--- src/rtl/bcd_to_bin.sv ---
// Packed-BCD to binary converter using reverse double-dabble, one shift per clock.
// Optional BCD_ERR_EN adds an err output that flags non-decimal nibbles.
module bcd_to_bin #(
  parameter int DIGITS = 4,
  parameter int BIN_W  = 14
) (
  input  logic                  clk,
  input  logic                  reset,
  input  logic                  en,
  input  logic [4*DIGITS-1:0]   bcd_in,
  output logic [BIN_W-1:0]      bin_out,
  output logic                  rdy,
`ifdef BCD_ERR_EN
  output logic                  err,
`endif
  output logic                  busy
);

  localparam int BW = 4 * DIGITS;
  localparam int CW = $clog2(BW);

  localparam logic [1:0] S_IDLE  = 2'd0;
  localparam logic [1:0] S_SHIFT = 2'd1;
  localparam logic [1:0] S_DONE  = 2'd2;

  logic [1:0]      state;
  logic [2*BW-1:0] w;
  logic [2*BW-1:0] w_nxt;
  logic [CW-1:0]   cnt;

`ifdef BCD_ERR_EN
  logic            inv;
  logic            inv_in;

  always_comb begin
    inv_in = 1'b0;
    for (int i = 0; i < DIGITS; i++) begin
      if (bcd_in[4*i +: 4] > 4'd9) inv_in = 1'b1;
    end
  end
`endif

  // Shift right, then pull 3 out of any digit that received a carried-in 8.
  always_comb begin
    w_nxt = w >> 1;
    for (int i = 0; i < DIGITS; i++) begin
      if (w_nxt[BW+4*i +: 4] >= 4'd8)
        w_nxt[BW+4*i +: 4] = w_nxt[BW+4*i +: 4] - 4'd3;
    end
  end

  assign busy = (state == S_SHIFT);

  always_ff @(posedge clk) begin
    if (reset) begin
      state   <= S_IDLE;
      w       <= '0;
      cnt     <= '0;
      bin_out <= '0;
      rdy     <= 1'b0;
`ifdef BCD_ERR_EN
      inv     <= 1'b0;
      err     <= 1'b0;
`endif
    end else begin
      rdy <= 1'b0;
      case (state)
        S_IDLE: begin
          if (en) begin
            w     <= {bcd_in, {BW{1'b0}}};
            cnt   <= '0;
            state <= S_SHIFT;
`ifdef BCD_ERR_EN
            inv   <= inv_in;
`endif
          end
        end
        S_SHIFT: begin
          w   <= w_nxt;
          cnt <= cnt + 1'b1;
          if (cnt == CW'(BW - 1)) state <= S_DONE;
        end
        S_DONE: begin
          rdy   <= 1'b1;
          state <= S_IDLE;
`ifdef BCD_ERR_EN
          err     <= inv;
          bin_out <= inv ? '0 : w[BIN_W-1:0];
`else
          bin_out <= w[BIN_W-1:0];
`endif
        end
        default: state <= S_IDLE;
      endcase
    end
  end

endmodule

--- config.mk ---
export PLATFORM = sky130hd
export DESIGN_NAME = bcd_to_bin
export DESIGN_NICKNAME = d
export VERILOG_FILES = /design/src/rtl/bcd_to_bin.sv
export SDC_FILE = /design/constraint.sdc
export NUM_CORES = 1
export LEC_CHECK = 0
export ABC_AREA = 1
export BUFFER_PORTS_ARGS = -buffer_cell sky130_fd_sc_hd__buf_2
export CELL_PAD_IN_SITES_DETAIL_PLACEMENT = 0
export CELL_PAD_IN_SITES_GLOBAL_PLACEMENT = 1
export CORE_MARGIN = 3
export CORE_UTILIZATION = 43
export CTS_BUF_LIST = sky130_fd_sc_hd__clkbuf_16
export DETAILED_ROUTE_END_ITERATION = 8
export PLACE_DENSITY = 0.93
export SKIP_LAST_GASP = 1
export SLEW_MARGIN = 10
export SYNTH_ARGS = -nofsm -noshare
export SYNTH_HDL_FRONTEND = slang
export SYNTH_SLANG_ARGS = --single-unit
export TNS_END_PERCENT = 50
--- constraint.sdc ---
create_clock -name clk -period 2.69 [get_ports clk]
set_input_delay 0.269 -clock clk [delete_from_list [all_inputs] [get_ports clk]]
set_output_delay 0.269 -clock clk [all_outputs]
set_load 0.01 [all_outputs]
# Yosys cells after proc, flatten, opt, wreduce, memory -nomap -nowiden

Cells that the tools add are included.

Add/sub/neg operators: 5
$lt $le $gt $ge: 4
Eq/ne operators: 5
Mux-type cells: 12
Reductions and logical operators: 4

Operators with widths:

| cell                | number |
|---|---|
| $pmux 32 s2         | 1 |
| $mux 32             | 1 |
| $mux 4              | 5 |
| $ge 4x4->1 const B  | 3 |
| $sub 4x2->4 const B | 3 |
| $pmux 4 s2          | 1 |
| $add 4x1->4 const B | 1 |
| $eq 4x4->1 const B  | 1 |
| $ge 3x4->1 const B  | 1 |
| $mux 2              | 2 |
| $pmux 2 s2          | 1 |
| $reduce_and 2->1    | 2 |
| $sub 3x2->4 const B | 1 |
| $eq 2x1->1 const B  | 1 |
| $eq 2x2->1 const B  | 1 |
| $logic_not 2->1     | 1 |
| $ne 2x1->1 const B  | 1 |
| $ne 2x2->1 const B  | 1 |
| $reduce_bool 2->1   | 1 |
| $mux 1              | 1 |

Flip-flop bits (word level): 53
Input port bits: 19
Output and inout bits: 16
Word-level logic and storage cells: 35

# Logic depth before layout (Yosys ltp)

Gate-level depths: netlist of run 1.

Word-level depth: 3
Gate-level depth with buffers: 8
Gate-level depth less buffers: 8

# Worst setup path before layout of run 1

Ideal clock, no wire load.

Kind: register -> register
Start point: register state[1]
End point: register cnt[1]
Setup time: 128 ps
Data arrival time: 932 ps
Data required time: 2562 ps
Slack: 1630 ps
Stages on the path, launching flop included: 6
Buffers on the path: 0
Clock period less this slack: 1060 ps
Path through: dfxtp_1 > inv_2 > nand2_2 > clkinv_1 > a22oi_1 > nor2_1

Cells in the longest elaborated chain, start to end: 3
Elaborated cells between the ends (all ways): 6
Those cells by class: eq/ne (2); mux (1); reduce/logical (3)

Ends and longest elaborated chain:

| element                            | line | source |
|---|---|---|
| start, declared                    | 26   | `logic [1:0] state;` |
| start signal, assigned             | 56   | `state <= S_IDLE;` |
| start signal, assigned             | 72   | `state <= S_SHIFT;` |
| start signal, assigned             | 81   | `if (cnt == CW'(BW - 1)) state <= S_DONE;` |
| $eq 2x1->1 *                       | --   |  |
| via busy                           | 16   | `output logic busy` |
| $reduce_bool 2->1 (no source line) | --   |  |
| $reduce_and 2->1 (no source line)  | --   |  |
| end signal, assigned               | 80   | `cnt <= cnt + 1'b1;` |
| end, declared                      | 29   | `logic [CW-1:0] cnt;` |

The timed path passes the listed nets; every way through them passes the cells marked *.
A chain may end at the register's enable or synchronous reset.

# Worst setup path after layout of run 1

Start point: register state[1]
End point: output port busy

Cells in the longest elaborated chain, start to end: 1

Ends and longest elaborated chain:

| element       | line | source |
|---|---|---|
| $eq 2x1->1    | 52   | `assign busy = (state == S_SHIFT);` |
| end, declared | 16   |  |

Every way passes these cells.

==> flow_metrics.env, run 1 <==
export IMPL_synth_edf_count=0
export IMPL_routed_wl_met2_mm=2.10
export IMPL_ys_warnings_count=0
export IMPL_dp_final_hpwl_mm=3.24
export IMPL_avgRoutedWirePerCell_um=12.4
export IMPL_fp_row_count=25
export IMPL_clock_sinks=53
export IMPL_drive_above_1_share_pct=16.2
export IMPL_switching_share_pct=25.6
export IMPL_post_route_drc_count=0
export IMPL_synth_yosys_seq_area_share_pct=47.5
export IMPL_r2r_start="state[1]"
export IMPL_reg2reg_setup_slack_ns=1.08
export IMPL_timing_hold_worst_class="in2reg"
export IMPL_setup_tns_ns=0
export IMPL_total_switching_power_w=0.000417
export IMPL_cts_buffers_inserted=5
export IMPL_timing_critical_path_to_type="output pin"
export IMPL_pin_count_of_the_biggest_net_entering_global_routing=37
export IMPL_cp_start_kind="flop"
export IMPL_final_nets=346
export IMPL_top_level_ports=35
export IMPL_share_comb_of_total_power_pct=10.7
export IMPL_post_cts_hold_buffer_count=0
export IMPL_m1WireLength_mm=2.45
export IMPL_timing_critical_path_buf_inv=3
export IMPL_synth_common_cells="dfxtp_1, nand2_1, o21ai_0, inv_1, nor2_1"
export IMPL_mappedNetlistNets=317
export IMPL_cpPeakStageDelay_ns=0.35
export IMPL_power_share_sequential_pct=51.7
export IMPL_grt_use_total_pct=16.9
export IMPL_yosys_register_bits=53
export IMPL_drt_pre_antenna_iters=4
export IMPL_synth_top_area_cell="dfxtp_1"
export IMPL_place_congestion=0.809
export IMPL_core_area_um2=4880
export IMPL_hold_end="w[22]"
export IMPL_cts_buffer_depth=2
export IMPL_routed_via_count=1925
export IMPL_rsz0062_at_grt="no"
export IMPL_postSynthCellCount=291
export IMPL_overflow_left_after_global_routing=0
export IMPL_placed_cell_area_um2=2420
export IMPL_finClkSkew_ns=0.00445
export IMPL_die_width_um=78.1
export IMPL_port_buffers=34
export IMPL_timing_critical_path_max_delay_family="buffers and inverters"
export IMPL_timing_critical_path_required_ns=2.42
export IMPL_die_area_um2=6100
export IMPL_met3WireLength_um=157
export IMPL_num_antenna_cells=0
export IMPL_postRouteWirelength_mm=4.79
export IMPL_synthArstFlopShare_pct=0
export IMPL_timing_critical_path_arrival_ns=1.61
export IMPL_fin_area_um2=2560
export IMPL_first_iter_violations=102
export IMPL_worst_pin_slew_ns=0.528
export IMPL_outcome="finished clean"
export IMPL_syn2layout_area_growth_pct=14.8
export IMPL_worstPathMaxFanout=24
export IMPL_final_max_slew_violation_count=0
export IMPL_max_cap_viol_count=0
export IMPL_numPlacedInstances=380
export IMPL_drt_vias_per_instance=4.96
export IMPL_min_period_over_period_pct=69.7
export IMPL_netlist_top_cells_area="dfxtp_1, o21ai_0, nand2_1"
export IMPL_final_period_minus_worst_setup_slack_ns=1.88
export IMPL_synthDominantCellAreaShare_pct=47.5
export IMPL_p_per_area_nw_per_um2=635
export IMPL_post_synth_cell_area_avg_um2=7.68
export IMPL_grt_antenna_before_repair=0
export IMPL_timing_slew_headroom_pct=64.7
export IMPL_rr_endpoint="w[26]"
export IMPL_post_cts_buffers=0
export IMPL_total_standard_cell_area_after_synthesis_um2=2230
export IMPL_floorplan_die_height_um=78.1
export IMPL_hold_slack_ns=0.177
export IMPL_filler_free_cell_count_of_the_finished_design=388
export IMPL_vdd_ir_drop_worst_mv=0.372
export IMPL_route_top_layer_used="met4"
export IMPL_yosysMostFrequentCell="dfxtp_1"
export IMPL_cts_tree="built"
export IMPL_slowest_stage="dfxtp_1"
export IMPL_initial_core_util_pct=45.8
export IMPL_p_leak_nw=1.08
export IMPL_grt_pass1_wl_mm=8.25
export IMPL_cts_max_level=2
export IMPL_final_hold_fails=0
export IMPL_final_core_utilization_pct=52.6
export IMPL_postCtsResizedCells=0
export IMPL_path_clk_slew_ns=0.06
export IMPL_ctsRootBufferMaster="clkbuf_16"
export IMPL_min_from="bcd_in[6]"
export IMPL_first_global_vias=1776
export IMPL_ant_nets=0
export IMPL_min_path_cells=3
export IMPL_r2r_depth=8
export IMPL_skew_pair_late_insertion_delay_ns=0.29
export IMPL_finalSetupViolCount=0
export IMPL_crit_path_cell_trace="inv_2, nand2_2, clkinv_1, buf_2"
export IMPL_power_frac_clock_pct=37.6
export IMPL_ys_dominant_reg_cell="dfxtp_1"
export IMPL_critical_path_class="reg2out"
export IMPL_maximum_clock_frequency_mhz=533
export IMPL_internal_power_w=0.00121
export IMPL_ys_types=25
==> layout by cell type (no fill, tap or decap), drive strengths merged, types with 5 or more instances in the layout <==
cell | Yosys | final
buf | 13 | 36
dfxtp | 53 | 53
ha | 7 | 7
o21ai | 44 | 44
clkbuf | 1 | 5
nand3 | 20 | 20
o31ai | 10 | 10
nand2 | 47 | 47
nor2 | 28 | 28
a21oi | 26 | 26
inv | 33 | 35
==> cell families (layout without fill, tap and decap cells) <==
| kind of cell | Yosys count | in the layout | synth area share [%] |
|---|---|---|---|
| buffers and inverters | 48 | 78 | 9.24 |
| and+or+nand+nor | 98 | 98 | 18.7 |
| xor gates and xnor gates | 1 | 1 | 0.392 |
| adders and majority gates | 7 | 7 | 3.92 |
| DFF | 53 | 53 | 47.5 |
| AOI/OAI and AO/OA | 84 | 84 | 20.3 |
==> through the flow <==
stage / worst slack, ns / total power [W]
floorplan: 1.63 / 0.000987
global placement: 1.13 / 0.00103
detailed placement: 1.11 / 0.00103
CTS: 0.794 / 0.00163
global route: 0.661 / 0.00170
finish: 0.814 / 0.00163
==> cell type report <==
class                   instances  area, um2
inverters                      34        128
multi-input cells             190        967
flip-flops and latches         53       1060
clock inverters                 3       15.0
clock buffers                   5        125
repair buffers                 36        185
well taps                      67       83.8
fillers                       487       2310
==> state kept, by name, indices dropped and copies added, names as in the netlist <==
name	cells
w	32
state	2
bin_out	14
rdy	1
cnt	4
==> layer usage <==
metal | global-route usage, % | vias to the layer above
met5 | 0 | -
met4 | 6.82 | 0
met3 | 2.52 | 7
met1 | 23.7 | 868
met2 | 26.0 | 33
li1 | - | 1017
==> how the worst max path moves through the flow <==
stage          startpoint     end  slack [ns]  cells after the start
5_1_grt          state[1]    busy        0.66                      4
6_report         state[1]    busy        0.81                      4
3_3_place_gp     state[1]   w[26]        1.13                      8
4_1_cts          state[1]    busy        0.79                      4
2_1_floorplan    state[1]  cnt[1]        1.63                      5
3_5_place_dp     state[1]   w[26]        1.11                      8
==> worst register-to-register path: cells and delay by family, from the launching register on <==
family / cells / cell delay (ns)
DFF: 1 / 0.32
buffers and inverters: 3 / 0.41
and+or+nand+nor: 5 / 0.84
==> power by group through the flow <==
| stage | sequential (W) | clock [W] | combinational [W] |
|---|---|---|---|
| 6_report | 0.000842 | 0.000613 | 0.000175 |
| 3_5_place_dp | 0.000859 | 0 | 0.000175 |
| 3_3_place_gp | 0.000859 | 0 | 0.000172 |
| 4_1_cts | 0.000841 | 0.000617 | 0.000176 |
| 5_1_grt | 0.000846 | 0.000653 | 0.000202 |
| 2_1_floorplan | 0.000852 | 0 | 0.000134 |
Note: power is estimated with default switching activity, not from simulation.
==> inputs of run 2 (changes only) <==
--- a/config.mk
+++ b/config.mk
@@ -10,10 +10,10 @@
 export CELL_PAD_IN_SITES_DETAIL_PLACEMENT = 0
 export CELL_PAD_IN_SITES_GLOBAL_PLACEMENT = 1
 export CORE_MARGIN = 3
-export CORE_UTILIZATION = 43
+export CORE_UTILIZATION = 40
 export CTS_BUF_LIST = sky130_fd_sc_hd__clkbuf_16
 export DETAILED_ROUTE_END_ITERATION = 8
-export PLACE_DENSITY = 0.93
+export PLACE_DENSITY = 0.88
 export SKIP_LAST_GASP = 1
 export SLEW_MARGIN = 10
 export SYNTH_ARGS = -nofsm -noshare
==> constraint.sdc (replaced) <==
create_clock -name clk -period 1.9 [get_ports clk]
set_input_delay 0.19 -clock clk [delete_from_list [all_inputs] [get_ports clk]]
set_output_delay 0.19 -clock clk [all_outputs]
set_load 0.01 [all_outputs]
==> flow_metrics.env, run 2 (synthesis gave the netlist of run 1 again) <==
export IMPL_port_buffers=34
export IMPL_top_level_ports=35
export IMPL_cts_buffer_depth=2
export IMPL_grt_pass1_wl_mm=8.02
export IMPL_setup_tns_ns=0
export IMPL_p_leak_nw=1.08
export IMPL_outcome="finished clean"
export IMPL_final_max_slew_violation_count=0
export IMPL_dp_final_hpwl_mm=3.34
export IMPL_sequential_cell_area_um2=1060
export IMPL_first_global_vias=1728
export IMPL_hold_end="w[31]"
export IMPL_critical_path_class="reg2out"
export IMPL_ant_nets=0
export IMPL_routed_via_count=1923
export IMPL_registers_top_by_ff_count="w"
export IMPL_cp_num_cells=4
export IMPL_rr_endpoint="w[5]"
export IMPL_initial_core_util_pct=42.4
export IMPL_multiInputGateArea_um2=967
export IMPL_max_cap_viol_count=0
export IMPL_min_from="bcd_in[15]"
export IMPL_path_clk_slew_ns=0.07
export IMPL_maximum_clock_frequency_mhz=637
export IMPL_finClkSkew_ns=0.00350
export IMPL_drt_pre_antenna_iters=4
export IMPL_mostFrequentLayoutCell="dfxtp_1"
export IMPL_p_per_area_nw_per_um2=905
export IMPL_final_hold_fails=0
export IMPL_post_cts_hold_buffer_count=0
export IMPL_worst_pin_slew_ns=0.500
export IMPL_clock_sinks=53
export IMPL_postRouteWirelength_mm=4.84
export IMPL_dp_worst_setup_slack_ns=0.548
export IMPL_place_congestion=0.774
export IMPL_cpPeakStageDelay_ns=0.34
export IMPL_cts_tree="built"
export IMPL_die_area_um2=6520
export IMPL_grt_use_total_pct=15.8
export IMPL_die_width_um=80.7
export IMPL_worstPathMaxFanout=11
export IMPL_ctsRootBufferMaster="clkbuf_16"
export IMPL_vdd_ir_drop_worst_mv=0.381
export IMPL_syn2layout_area_growth_pct=15.6
export IMPL_n_fill_cell=549
export IMPL_timing_critical_path_arrival_ns=1.38
export IMPL_final_period_minus_worst_setup_slack_ns=1.57
export IMPL_overflow_left_after_global_routing=0
export IMPL_min_period_over_period_pct=82.6
export IMPL_core_area_um2=5270
export IMPL_reg2reg_setup_slack_ns=0.55
export IMPL_post_cts_buffers=0
export IMPL_timing_hold_worst_class="in2reg"
export IMPL_timing_critical_path_required_ns=1.71
export IMPL_slowest_stage="dfxtp_1"
export IMPL_pin_count_of_the_biggest_net_entering_global_routing=37
export IMPL_largest_register_ffs=32
export IMPL_postCtsResizedCells=0
export IMPL_avgRoutedWirePerCell_um=12.3
export IMPL_timing_slew_headroom_pct=66.6
export IMPL_fp_row_count=26
export IMPL_regs_by_ff_count="w (32), bin_out (14), cnt (4)"
export IMPL_layout_common_cells="dfxtp_1, nand2_1, o21ai_0"
export IMPL_post_route_drc_count=0
export IMPL_num_antenna_cells=0
export IMPL_skew_pair_late_insertion_delay_ns=0.29
export IMPL_rsz0062_at_grt="no"
export IMPL_final_nets=347
export IMPL_drive_above_1_share_pct=16.8
export IMPL_first_iter_violations=88
export IMPL_r2r_depth=7
export IMPL_crit_path_cell_trace="inv_2, nand2_2, clkinv_1, buf_2"
export IMPL_timing_critical_path_buf_inv=3
export IMPL_grt_antenna_before_repair=0
export IMPL_setup_slack_ns=0.331
export IMPL_cts_max_level=2
export IMPL_floorplan_die_height_um=80.7
export IMPL_timing_critical_path_to_type="output pin"
export IMPL_drt_vias_per_instance=4.91
export IMPL_timing_critical_path_max_delay_family="buffers and inverters"
export IMPL_cp_start_kind="flop"
export IMPL_cts_buffers_inserted=5
export IMPL_r2r_start="state[1]"
export IMPL_finalSetupViolCount=0
export IMPL_min_path_cells=3
==> run 2: metal layers <==
layer,GRT usage (%),vias to the layer above,wire length [um]
li1,-,1011,-
met2,23.1,36,2120
met3,3.77,6,218
met5,0,-,0
met4,7.26,0,73
met1,22.1,870,2430
==> run 2: final cells by class <==
class | instances | area share [%]
Inverter | 34 | 4.94
Clock buffer | 5 | 4.84
Sequential cell | 53 | 41.1
Tap cell | 70 | 3.39
Timing Repair Buffer | 37 | 7.46
Multi-Input combinational cell | 190 | 37.5
Clock inverter | 3 | 0.824
==> run 2: power breakdown <==
part           switching [W]  internal [W]
clock network       0.000402      0.000491
logic               0.000163     0.0000882
registers          0.0000390       0.00115
total               0.000604       0.00173
==> run 2: worst max-delay path by stage <==
stage	end	slack, ns	startpoint
after CTS	busy	0.30	state[1]
after global placement	w[26]	0.57	state[1]
after floorplan	cnt[1]	0.84	state[1]
after global routing	busy	0.22	state[1]
after detailed placement	w[26]	0.55	state[1]
final	busy	0.33	state[1]
==> run 2: through the flow <==
step / power [W] / utilization, % / hold slack, ns / instance area (um2) / instances
after global placement: 0.00147 / 46.2 / 0.398 / 2440 / 384
final: 0.00234 / 49.0 / 0.107 / 2580 / 392
after CTS: 0.00236 / 49.0 / 0.105 / 2580 / 392
after floorplan: 0.00140 / - / 0.303 / 2230 / 291
after detailed placement: 0.00147 / 46.2 / 0.402 / 2440 / 384
after global routing: 0.00244 / 49.0 / 0.125 / 2580 / 392
==> run 2: worst min-delay path, cell delays in order <==
cell	delay (ns)
buf_2	0.08
nand2_1	0.04
o31ai_1	0.05
==> inputs of run 3 (changes only) <==
--- a/config.mk
+++ b/config.mk
@@ -5,15 +5,15 @@
 export SDC_FILE = /design/constraint.sdc
 export NUM_CORES = 1
 export LEC_CHECK = 0
-export ABC_AREA = 1
+export ABC_AREA = 0
 export BUFFER_PORTS_ARGS = -buffer_cell sky130_fd_sc_hd__buf_2
 export CELL_PAD_IN_SITES_DETAIL_PLACEMENT = 0
 export CELL_PAD_IN_SITES_GLOBAL_PLACEMENT = 1
 export CORE_MARGIN = 3
-export CORE_UTILIZATION = 40
+export CORE_UTILIZATION = 38
 export CTS_BUF_LIST = sky130_fd_sc_hd__clkbuf_16
 export DETAILED_ROUTE_END_ITERATION = 8
-export PLACE_DENSITY = 0.88
+export PLACE_DENSITY = 0.86
 export SKIP_LAST_GASP = 1
 export SLEW_MARGIN = 10
 export SYNTH_ARGS = -nofsm -noshare
==> constraint.sdc (replaced) <==
create_clock -name clk -period 1.3 [get_ports clk]
set_input_delay 0.13 -clock clk [delete_from_list [all_inputs] [get_ports clk]]
set_output_delay 0.13 -clock clk [all_outputs]
set_load 0.01 [all_outputs]
==> flow_metrics.env, run 3 <==
export IMPL_share_comb_of_total_power_pct=10.4
export IMPL_timing_critical_path_required_ns=1.48
export IMPL_timing_slew_headroom_pct=77.4
export IMPL_total_switching_power_w=0.000860
export IMPL_timing_critical_path_max_delay_family="buffers and inverters"
export IMPL_final_max_slew_violation_count=0
export IMPL_yosysMostFrequentCell="dfxtp_1"
export IMPL_path_clk_slew_ns=0.07
export IMPL_core_area_um2=5610
export IMPL_overflow_left_after_global_routing=0
export IMPL_netlist_top_cells_area="dfxtp_1, nand2_1, a22o_1"
export IMPL_ctsRootBufferMaster="clkbuf_16"
export IMPL_timing_critical_path_buf_inv=3
export IMPL_worst_pin_slew_ns=0.338
export IMPL_rsz0062_at_grt="yes"
export IMPL_largest_register_ffs=32
export IMPL_top_level_ports=35
export IMPL_finClkSkew_ns=0.00519
export IMPL_critical_path_class="reg2reg"
export IMPL_vdd_ir_drop_worst_mv=0.632
export IMPL_drt_pre_antenna_iters=4
export IMPL_synth_yosys_seq_area_share_pct=47.6
export IMPL_grt_antenna_before_repair=0
export IMPL_syn2layout_area_growth_pct=22.9
export IMPL_cpPeakStageDelay_ns=0.38
export IMPL_first_global_vias=1667
export IMPL_cts_max_level=2
export IMPL_hold_slack_ns=0.101
export IMPL_p_per_area_nw_per_um2=1250
export IMPL_mappedNetlistNets=278
export IMPL_p_leak_nw=1.11
export IMPL_post_route_drc_count=0
export IMPL_cts_buffers_inserted=5
export IMPL_total_standard_cell_area_after_synthesis_um2=2230
export IMPL_multiInputGateArea_um2=1060
export IMPL_skew_pair_late_insertion_delay_ns=0.29
export IMPL_postSynthCellCount=252
export IMPL_final_core_utilization_pct=48.9
export IMPL_avgRoutedWirePerCell_um=13.3
export IMPL_timing_critical_path_to_type="flop"
export IMPL_filler_free_cell_count_of_the_finished_design=367
export IMPL_timing_critical_path_arrival_ns=1.42
export IMPL_die_width_um=82.6
export IMPL_synth_common_cells="dfxtp_1, nand2_1, a21oi_1, nor2_1, a22o_1"
export IMPL_finalSetupViolCount=0
export IMPL_switching_share_pct=25.1
export IMPL_floorplan_die_height_um=82.6
export IMPL_fp_row_count=27
export IMPL_synth_edf_count=0
export IMPL_crit_path_cell_trace="buf_8, clkinvlp_4, buf_4, a2bb2oi_1, nor2_1, nor3_1"
export IMPL_post_synth_cell_area_avg_um2=8.85
export IMPL_sequential_cell_area_um2=1070
export IMPL_numPlacedInstances=355
export IMPL_drt_vias_per_instance=5.08
export IMPL_min_period_over_period_pct=95.7
export IMPL_synth_top_area_cell="dfxtp_1"
export IMPL_pin_count_of_the_biggest_net_entering_global_routing=19
export IMPL_num_antenna_cells=0
export IMPL_cts_buffer_depth=2
export IMPL_internal_power_w=0.00257
export IMPL_port_buffers=34
export IMPL_grt_use_total_pct=15.3
export IMPL_routed_via_count=1864
export IMPL_final_hold_fails=0
export IMPL_final_nets=320
export IMPL_setup_tns_ns=0
export IMPL_layout_common_cells="dfxtp_1, nand2_1, buf_2"
export IMPL_cts_tree="built"
export IMPL_ant_nets=0
export IMPL_dp_worst_setup_slack_ns=-0.0468
export IMPL_place_congestion=0.772
export IMPL_max_cap_viol_count=0
export IMPL_mostFrequentLayoutCell="dfxtp_1"
export IMPL_clock_sinks=53
export IMPL_ys_dominant_reg_cell="dfxtp_1"
export IMPL_n_fill_cell=564
export IMPL_regs_by_ff_count="w (32), bin_out (14), cnt (4)"
export IMPL_maximum_clock_frequency_mhz=804
export IMPL_registers_top_by_ff_count="w"
export IMPL_timing_hold_worst_class="in2reg"
export IMPL_setup_slack_ns=0.0562
export IMPL_grt_pass1_wl_mm=8.00
export IMPL_yosys_register_bits=53
export IMPL_slowest_stage="dfxtp_2"
export IMPL_power_frac_clock_pct=39.0
export IMPL_cp_start_kind="flop"
export IMPL_final_period_minus_worst_setup_slack_ns=1.24
export IMPL_ys_warnings_count=0
export IMPL_ys_types=33
export IMPL_outcome="finished clean"
export IMPL_post_cts_hold_buffer_count=0
export IMPL_postRouteWirelength_mm=4.87
export IMPL_die_area_um2=6830
export IMPL_worstPathMaxFanout=14
export IMPL_synthArstFlopShare_pct=0
export IMPL_initial_core_util_pct=39.8
export IMPL_power_share_sequential_pct=50.6
export IMPL_dp_final_hpwl_mm=3.39
export IMPL_synthDominantCellAreaShare_pct=47.6
export IMPL_drive_above_1_share_pct=24.7
export IMPL_first_iter_violations=105
run 3: area by class of cell:
class	count	share of cell area, %
flip-flops and latches	53	38.9
multi-input cells	172	38.5
repair buffers	50	11.8
clock buffers	5	4.56
well taps	72	3.29
inverters	12	2.05
clock inverters	3	0.913
run 3: metrics by stage:
| stage | instance area [um2] | total power (W) |
|---|---|---|
| 2_1_floorplan | 2230 | 0.00199 |
| 3_3_place_gp | 2500 | 0.00208 |
| 3_5_place_dp | 2500 | 0.00209 |
| 4_1_cts | 2670 | 0.00341 |
| 5_1_grt | 2740 | 0.00357 |
| 6_report | 2740 | 0.00342 |
run 3: metal layers:
metal	global-route usage [%]	share of wire, %	vias up
met4	6.05	1.3	0
met3	2.93	3.8	4
li1	-	-	959
met1	20.8	47	872
met5	0	0	-
met2	24.0	48	29
run 3: timing repair:
item                                    CTS  global route
endpoints found under the setup margin   25            32
cloned                                    0             0
pin swaps                                 0             1
gates resized for setup                   4            12
buffers inserted                          0             4
run 3: path summary, 6_finish.rpt:
| check | from | to | cells after the start | slack, ns |
|---|---|---|---|---|
| max | state[0] | w[19] | 6 | 0.06 |
| min | bcd_in[8] | w[24] | 3 | 0.10 |
| max reg2reg | state[0] | w[19] | 6 | 0.06 |
| min reg2reg | bin_out[9] | bin_out[9] | 2 | 0.45 |
run 3: worst min-delay path, stage by stage:
cell and delay [ns]:
buf_2 0.09, a22oi_1 0.07, o21ai_0 0.07
run 3: power groups by stage:
stage	Clock (W)	Combinational (W)	Sequential (W)
after CTS	0.00135	0.000331	0.00173
after global routing	0.00142	0.000406	0.00174
final	0.00134	0.000357	0.00173
after detailed placement	0	0.000322	0.00176
after floorplan	0	0.000243	0.00175
after global placement	0	0.000315	0.00176
run 3: logic make-up after synthesis:
| family | share of synthesized area [%] |
|---|---|
| compound gates | 22.8 |
| buf+inv | 6.45 |
| fa+ha+maj | 3.93 |
| simple gates | 16.9 |
| flops | 47.6 |
| xor+xnor | 2.36 |
